**config.mk**
```make
export PLATFORM = sky130hd
export DESIGN_NAME = fifo_stream_reader
export DESIGN_NICKNAME = d
export VERILOG_FILES = /design/src/rtl/fifo_reader_pkg.sv /design/src/rtl/fifo_reader_skid.sv /design/src/rtl/fifo_stream_reader.sv
export SDC_FILE = /design/constraint.sdc
export NUM_CORES = 1
export LEC_CHECK = 0
export BUFFER_PORTS_ARGS = -buffer_cell sky130_fd_sc_hd__buf_2
export CORE_MARGIN = 2
export CORE_UTILIZATION = 30
export DETAILED_ROUTE_END_ITERATION = 7
export PLACE_DENSITY_LB_ADDON = 0.25
export SLEW_MARGIN = 20
export SYNTH_ARGS = -nofsm -noshare
export SYNTH_HDL_FRONTEND = slang
export SYNTH_HIERARCHICAL = 1
export SYNTH_SLANG_ARGS = --single-unit
```
**constraint.sdc**
```tcl
create_clock -name clk -period 2.25 [get_ports clk]
set_clock_uncertainty 0.05 [all_clocks]
set_input_delay 0.225 -clock clk [delete_from_list [all_inputs] [get_ports clk]]
set_output_delay 0.225 -clock clk [all_outputs]
set_load 0.05 [all_outputs]
```
**src/rtl/fifo_reader_pkg.sv**
```systemverilog
// Shared constants and helpers for the FIFO-to-stream reader.
package fifo_reader_pkg;

  localparam int BUF_DEPTH   = 2;
  localparam int OCC_WIDTH   = $clog2(BUF_DEPTH + 1);
  localparam int COUNT_WIDTH = 16;

  typedef logic [OCC_WIDTH-1:0] occ_t;

  // True when the words already committed (buffered plus in flight, minus the
  // one leaving this cycle) leave room for one more pop.
  function automatic logic room_for_pop(input occ_t occ, input logic inflight,
                                        input logic fire);
    logic [OCC_WIDTH:0] committed;
    committed = {1'b0, occ}
              + {{OCC_WIDTH{1'b0}}, inflight}
              - {{OCC_WIDTH{1'b0}}, fire};
    return committed < (OCC_WIDTH + 1)'(BUF_DEPTH);
  endfunction

endpackage

```
**src/rtl/fifo_reader_skid.sv**
```systemverilog
// Two-entry output buffer: head register drives the stream directly, tail
// register absorbs the word that arrives while the head is stalled.
module fifo_reader_skid
  import fifo_reader_pkg::*;
#(
  parameter int DATA_WIDTH = 8
) (
  input  logic                  clk,
  input  logic                  rst_n,
  input  logic                  push,
  input  logic [DATA_WIDTH-1:0] push_data,
  input  logic                  pop,
  output occ_t                  occ,
  output logic [DATA_WIDTH-1:0] head_data
);

  logic [DATA_WIDTH-1:0] head_r;
  logic [DATA_WIDTH-1:0] tail_r;
  occ_t                  occ_r;
  logic                  pop_s;

  // A pop on an empty buffer is ignored.
  assign pop_s     = pop && (occ_r != occ_t'(0));
  assign occ       = occ_r;
  assign head_data = head_r;

  // Buffer update: push fills the first free slot, pop shifts tail to head,
  // simultaneous push and pop keeps occupancy and order.
  always_ff @(posedge clk) begin
    if (!rst_n) begin
      occ_r  <= occ_t'(0);
      head_r <= {DATA_WIDTH{1'b0}};
      tail_r <= {DATA_WIDTH{1'b0}};
    end else begin
      case ({push, pop_s})
        2'b10: begin
          if (occ_r == occ_t'(0)) begin
            head_r <= push_data;
          end else begin
            tail_r <= push_data;
          end
          occ_r <= occ_r + occ_t'(1);
        end
        2'b01: begin
          head_r <= tail_r;
          occ_r  <= occ_r - occ_t'(1);
        end
        2'b11: begin
          if (occ_r == occ_t'(1)) begin
            head_r <= push_data;
          end else begin
            head_r <= tail_r;
            tail_r <= push_data;
          end
        end
        default: begin
          occ_r <= occ_r;
        end
      endcase
    end
  end

endmodule

```
**src/rtl/fifo_stream_reader.sv**
```systemverilog
// Drains a registered-output FIFO into a valid/ready stream.
// Optional feature macro: FIFO_READER_COUNT_EN adds the 16-bit beat_count
// output counting delivered words (wrapping).
module fifo_stream_reader
  import fifo_reader_pkg::*;
#(
  parameter int DATA_WIDTH = 8
) (
  input  logic                   clk,
  input  logic                   rst_n,
  input  logic                   fifo_empty,
  input  logic [DATA_WIDTH-1:0]  fifo_data,
  output logic                   fifo_r_en,
  output logic                   m_valid,
  input  logic                   m_ready,
  output logic [DATA_WIDTH-1:0]  m_data,
`ifdef FIFO_READER_COUNT_EN
  output logic [COUNT_WIDTH-1:0] beat_count,
`endif
  output logic                   idle
);

  logic inflight_r;
  occ_t occ_s;
  logic fire_s;

  assign m_valid = (occ_s != occ_t'(0));
  assign fire_s  = m_valid && m_ready;
  assign idle    = (occ_s == occ_t'(0)) && !inflight_r;

  // Pop only when the word it produces is guaranteed a buffer slot; the
  // m_ready term lets the pipeline sustain one word per cycle.
  assign fifo_r_en = rst_n && !fifo_empty && room_for_pop(occ_s, inflight_r, fire_s);

  // In-flight flag: set by an accepted pop, cleared when its data is captured.
  always_ff @(posedge clk) begin
    if (!rst_n) begin
      inflight_r <= 1'b0;
    end else begin
      inflight_r <= fifo_r_en && !fifo_empty;
    end
  end

  fifo_reader_skid #(
    .DATA_WIDTH(DATA_WIDTH)
  ) u_skid (
    .clk      (clk),
    .rst_n    (rst_n),
    .push     (inflight_r),
    .push_data(fifo_data),
    .pop      (fire_s),
    .occ      (occ_s),
    .head_data(m_data)
  );

`ifdef FIFO_READER_COUNT_EN
  logic [COUNT_WIDTH-1:0] beat_count_r;

  // Delivered-word counter, wraps naturally at all-ones.
  always_ff @(posedge clk) begin
    if (!rst_n) begin
      beat_count_r <= {COUNT_WIDTH{1'b0}};
    end else if (fire_s) begin
      beat_count_r <= beat_count_r + {{(COUNT_WIDTH-1){1'b0}}, 1'b1};
    end else begin
      beat_count_r <= beat_count_r;
    end
  end

  assign beat_count = beat_count_r;
`endif

endmodule

```
==> results.yml, run 1 <==
synthesis:
  yosys_warnings: 6
  synth.largest_area_cell: "sky130_fd_sc_hd__dfxtp_1"
  synthesis.area_per_instance_um2: 8.57
  netlist.area_leader.share_pct: 37.3
  synth_seq_area_share_pct: 37.3
  synth.top_cells.by_area: "sky130_fd_sc_hd__dfxtp_1 37%, sky130_fd_sc_hd__o21ai_0 12%, sky130_fd_sc_hd__ha_1 8.6%"
  synthesis.instances: 119
  yosysUniqueCellTypes: 29
  flops_latches_synth: 19
  synth_area_mm2: 0.00102
  mappedNetlistNets: 139
drt:
  antenna_left: 0
  drt_iter0_drc: 39
  total_vias_in_the_final_route: 951
  post-route-drc-count: 0
  highest-signal-layer: "met4"
  wl_per_cell_um: 12.2
  detail_route.vias_per_cell: 4.93
  postRouteWirelength_um: 2360
  detail_route.wirelength.met1_um: 1100
  detailroute.wirelength.met3_um: 105
  dr_wl_met2_um: 1080
  drt-pass1-iter-count: 4
power_and_ir_drop:
  ir_drop_v: 0.000223
  power.density_cell_area_mw_per_mm2: 833
  total_leakage_power_uw: 0.000539
timing:
  rsz0062_at_grt: "yes"
  finalSetupViolCount: 1
  timing.final.max_slew_violations: 0
  postLayoutSetupSlackWorst_ps: -275
  timing.setup.tns_ps: -275
  final.period_utilization_pct: 112
  fmaxAchievable_ghz: 0.396
  timing_worst_slew_pin_value_ps: 299
  number_of_hold_violations_in_the_final_report: 0
  max-slew-margin-rel_pct: 80.0
  min_period_ps: 2530
finish:
  post_route_cells_drive_above_1_share_pct: 32.7
  nNetsFinal: 168
  ant_cells: 0
  stdcell_count: 193
  syn2layout_area_growth_pct: 27.1
  fillerInstances: 355
cts:
  worst_skew_pair.late_latency_ps: 310
  numCtsBuffers: 3
  root_buffer: "sky130_fd_sc_hd__clkbuf_4"
  cts_tree: "yes"
  clkSinkCount: 19
  cts_max_path_bufs: 2
  clk_transition_reported_paths_ps: 110
  cts_htree_levels: 1
run_status:
  run_status: "finished, violations left"
  failed_checks: "negative setup slack"
worst_setup_path:
  cells_on_worst_reg2reg_path: 9
  required_ps: 1980
  critPathArrivalTime_ps: 2250
  critPathMaxStageDelay_ps: 530
  setup_slack_of_the_worst_register_to_register_path_ps: 130
  worstSetupStartpointType: "flop"
  origin_of_the_critical_flop_to_flop_path: "u_skid/occ[1]"
  critical_register_to_register_path_endpoint: "u_skid/tail_r[0]"
  worst-path-buf-inv: 1
  cp_top_family: "adder cells"
  critical_path_endpoint_category: "output pin"
  crit_path_max_fanout: 3
  cp_cell_sequence: "or2_4 > and2_4 > ha_4 > nand2b_4 > fa_2 > nand2_2 > nor3_4 > buf_6"
  cpMaxStageDelayCell: "sky130_fd_sc_hd__fa_2"
  setup.worst_path.class: "reg2out"
place:
  finalWeightedCongestion: 0.796
  place_hpwl_um: 1760
  placement.io_buffers: 22
  placed_cells: 188
hold_path:
  hold_path_end: "inflight_r"
  holdPathStages: 2
  worst_hold_path_type: "in2reg"
  startpoint_of_the_tightest_hold_check_path: "fifo_empty"
floorplanning:
  die_width_um: 62.3
  design.core.area_mm2: 0.00331
  die_h_um: 62.3
  pin_count: 23
  dieArea_mm2: 0.00388
  rows: 21
  floorplan.initialDensity_pct: 30.8
grt:
  largest_net_degree_at_the_start_of_global_routing: 20
  final_global_route_overflow_total: 0
  global_route.usage.total_pct: 12.9
  global_route_wire_length_before_repair_um: 3970
  grt_pass1_vias: 881
  initial_antenna_violation_count: 0
job:
  max_cap_violations: 0
-- power by group --
group | total (uW) | leakage [uW] | internal [uW] | switching [uW]
logic | 477 | 0.000364 | 166 | 310
registers | 417 | 0.000157 | 388 | 29.1
clock network | 186 | 0.0000183 | 68.9 | 117
-- synthesized netlist by cell type, drive strengths merged --
cell type and instances:
ha 7, xor2 1, buf 3, clkbuf 2, nand2b 3, nor2 3, xnor2 1, inv 6
o21ai 26, nand3 16, mux2 1, a22oi 1, dfxtp 19, a31oi 8, a21boi 9, or2 2
and2 2, and2b 2, a22o 1, fa 1, nand2 3, nor3 2
-- flip-flops by register name (all words and copies together) (netlist names) --
register / flops
inflight_r: 1
u_skid/head_data: 8
u_skid/tail_r: 8
u_skid/occ: 2
-- repair_timing --
item                                    4_1_cts  5_1_grt
gates resized for setup                       2        1
endpoints found under the setup margin        1       10
hold buffers                                  0        0
gates cloned                                  0        0
pin swaps                                     2        1
buffers inserted                              0        1
-- per-stage QoR --
stage	total power [uW]	cell area (um2)	worst slack (ps)	hold slack, ps	utilization (%)
floorplan	784	1070	-235	254	-
global placement	880	1250	-54.8	393	37.8
detailed placement	890	1250	-72.8	397	37.8
CTS	1080	1290	-308	53.8	38.9
global route	1150	1300	-372	53.3	39.2
finish	1080	1300	-275	72.4	39.2
-- cell families (layout without fill, tap and decap cells) --
| family | count (synthesis) | after routing | synth area share (%) |
|---|---|---|---|
| xor+xnor | 2 | 2 | 1.72 |
| flops | 19 | 19 | 37.3 |
| mux | 1 | 1 | 1.47 |
| fa+ha+maj | 8 | 8 | 10.6 |
| compound gates | 45 | 45 | 26.4 |
| simple gates | 33 | 33 | 17.4 |
| buf+inv | 11 | 39 | 5.15 |
-- cell type report --
type	count	area [um2]	area share, %
repair buffers	29	169	13.0
inverters	6	22.5	1.74
flip-flops and latches	19	385	29.7
clock inverters	1	6.26	0.483
multi-input cells	89	633	48.8
well taps	46	57.6	4.44
clock buffers	3	22.5	1.74
-- how the worst max path moves through the flow --
stage,from,slack (ps),depth (start not counted),endpoint
finish,u_skid/occ[1],-280,8,fifo_r_en
detailed placement,u_skid/occ[1],-70,8,fifo_r_en
global route,u_skid/occ[0],-370,8,fifo_r_en
CTS,u_skid/occ[1],-310,8,fifo_r_en
floorplan,u_skid/occ[1],-240,7,fifo_r_en
global placement,u_skid/occ[1],-50,8,fifo_r_en
-- routing by layer --
layer	GRT usage, %	vias up
met2	20.1	27
met3	1.81	6
met1	16.6	438
li1	-	480
met4	8.61	0
met5	0	-
-- cells in the final DEF, fill, tap and decap left out, drive strengths merged --
cell / netlist / final
a31oi: 8 / 8
o21ai: 26 / 26
a22o: 1 / 1
buf: 3 / 29
a21boi: 9 / 9
and2b: 2 / 2
mux2: 1 / 1
xnor2: 1 / 1
nand2: 3 / 3
or2: 2 / 2
dfxtp: 19 / 19
nor2: 3 / 3
xor2: 1 / 1
fa: 1 / 1
nor3: 2 / 2
a22oi: 1 / 1
and2: 2 / 2
nand2b: 3 / 3
inv: 6 / 7
ha: 7 / 7
nand3: 16 / 16
clkbuf: 2 / 3
(Power assumes the default switching activity.)
==> run 2: changes to the inputs <==
--- a/config.mk
+++ b/config.mk
@@ -9,7 +9,7 @@
 export CORE_MARGIN = 2
 export CORE_UTILIZATION = 30
 export DETAILED_ROUTE_END_ITERATION = 7
-export PLACE_DENSITY_LB_ADDON = 0.25
+export PLACE_DENSITY_LB_ADDON = 0.3
 export SLEW_MARGIN = 20
 export SYNTH_ARGS = -nofsm -noshare
 export SYNTH_HDL_FRONTEND = slang
==> run 2 against run 1 <==
  * The flow still finishes with violations (negative setup slack)
  * Utilization down 0.30 points
  * Final area is 0.77% lower
  * Clock-buffer cell count unchanged
  * Wire length decreased by 3.6%
  * First-iteration DRC count is 26% lower
  * Via count shrank 1.8%
  * Die area is the same
  * Final cell count shrank 1.0%
  * Global-route usage shrank 0.55 points
  * Clock power about the same
  * Critical path type unchanged
  * Largest power group unchanged
  * Highest routed layer unchanged
==> results.yml, run 2 (synthesis gave the netlist of run 1 again) <==
run_status:
  run_status: "finished, violations left"
  failed_checks: "negative setup slack"
place:
  placement.io_buffers: 22
  place_hpwl_um: 1730
  place_ws_ps: -61.5
  finalWeightedCongestion: 0.757
finish:
  post_route_cells_drive_above_1_share_pct: 33.1
  ant_cells: 0
  syn2layout_area_growth_pct: 26.1
  area.sequential_um2: 385
  nNetsFinal: 166
  highest_count_cells_in_the_layout_ignoring_fill_and_taps: "24 x sky130_fd_sc_hd__o21ai_0, 21 x sky130_fd_sc_hd__buf_2, 17 x sky130_fd_sc_hd__dfxtp_1"
  layout_commonest_cell: "sky130_fd_sc_hd__o21ai_0"
  multiInputGateArea_um2: 638
  fillerInstances: 343
cts:
  cts.hold.buffers_added: 0
  cts_htree_levels: 1
  root_buffer: "sky130_fd_sc_hd__clkbuf_4"
  clkSinkCount: 19
  worst_skew_pair.late_latency_ps: 300
  cts_max_path_bufs: 2
  clk_transition_reported_paths_ps: 110
  numCtsBuffers: 3
  cts_setup_buffers: 0
  cts_tree: "yes"
power_and_ir_drop:
  p_seq_share_pct: 39.1
  internal-power_uw: 616
  power_frac_clock_pct: 17.5
  combinational_power_share_pct: 43.4
  total_leakage_power_uw: 0.000529
  power.switching_uw: 454
  power.share.switching_pct: 42.4
  ir_drop_v: 0.000162
  power.density_cell_area_mw_per_mm2: 833
timing:
  timing_worst_slew_pin_value_ps: 371
  rsz0062_at_grt: "yes"
  number_of_hold_violations_in_the_final_report: 0
  final.period_utilization_pct: 112
  postLayoutSetupSlackWorst_ps: -264
  fmaxAchievable_ghz: 0.398
  max-slew-margin-rel_pct: 75.3
  timing.final.max_slew_violations: 0
  min_period_ps: 2510
  finalHoldWorstSlack_ps: 72.5
  finalSetupViolCount: 1
worst_setup_path:
  required_ps: 1980
  critPathMaxStageDelay_ps: 530
  crit_path_max_fanout: 2
  worst-path-buf-inv: 1
  setup.worst_path.class: "reg2out"
  cp_cell_sequence: "or2_4 > and2_4 > ha_4 > nand2b_4 > fa_2 > nand2_2 > nor3_4 > buf_6"
  setup_slack_of_the_worst_register_to_register_path_ps: 170
  origin_of_the_critical_flop_to_flop_path: "u_skid/occ[1]"
  cp_top_family: "adder cells"
  cpMaxStageDelayCell: "sky130_fd_sc_hd__fa_2"
  critical_path_endpoint_category: "output pin"
  worst_setup_path_startpoint: "u_skid/occ[1]"
  critPathArrivalTime_ps: 2240
  worstSetupStartpointType: "flop"
hold_path:
  worst_hold_path_type: "in2reg"
  startpoint_of_the_tightest_hold_check_path: "fifo_empty"
drt:
  total_vias_in_the_final_route: 934
  wl_per_cell_um: 11.9
  antenna_left: 0
  drt_iter0_drc: 29
  detail_route.vias_per_cell: 4.89
  drt-pass1-iter-count: 4
  post-route-drc-count: 0
  postRouteWirelength_um: 2270
grt:
  grt_pass1_vias: 845
  global_route_wire_length_before_repair_um: 3860
  largest_net_degree_at_the_start_of_global_routing: 20
  initial_antenna_violation_count: 0
  global_route.usage.total_pct: 12.3
  final_global_route_overflow_total: 0
floorplanning:
  floorplan.initialDensity_pct: 30.8
  rows: 21
  die_h_um: 62.3
  design.core.area_mm2: 0.00331
  dieArea_mm2: 0.00388
  pin_count: 23
  die_width_um: 62.3
job:
  max_cap_violations: 0
-- run 2: cell type report --
cell class	count	area share, %
multi-input cells	89	49.6
flip-flops and latches	19	30.0
repair buffers	27	12.0
well taps	46	4.47
clock buffers	3	1.75
inverters	6	1.75
clock inverters	1	0.486
-- run 2: repair_timing --
| item | CTS | global route |
|---|---|---|
| endpoints found under the setup margin | 1 | 11 |
| gates resized for setup | 2 | 4 |
| pin swaps | 2 | 1 |
-- run 2: metal layers --
metal	up-vias	GRT usage, %	wire [um]
met2	22	20.5	1140
met4	0	6.67	27
met3	2	1.63	81
met1	433	15.5	1020
li1	477	-	-
met5	-	0	0
-- run 2: metrics by stage --
stage | cells | util (%) | setup TNS, ps | total power [uW] | area, um2
after floorplan | 119 | - | -235 | 784 | 1070
after global placement | 187 | 37.6 | -49.7 | 874 | 1240
after detailed placement | 187 | 37.6 | -61.5 | 884 | 1240
after CTS | 191 | 38.6 | -291 | 1080 | 1280
after global routing | 191 | 38.9 | -357 | 1140 | 1290
final | 191 | 38.9 | -264 | 1070 | 1290
-- run 2: path summary, 6_finish.rpt --
check | endpoint | cells after the start
hold reg to reg | u_skid/tail_r[4] | 2
hold / removal | inflight_r | 2
setup / recovery | fifo_r_en | 8
setup reg to reg | u_skid/tail_r[3] | 8
-- run 2: power by group through the flow --
stage                     Sequential, uW  Combinational, uW  Clock [uW]
after floorplan                      521                262           0
after global placement               421                452           0
after detailed placement             426                458           0
after CTS                            419                463         194
after global routing                 426                503         211
final                                419                465         187
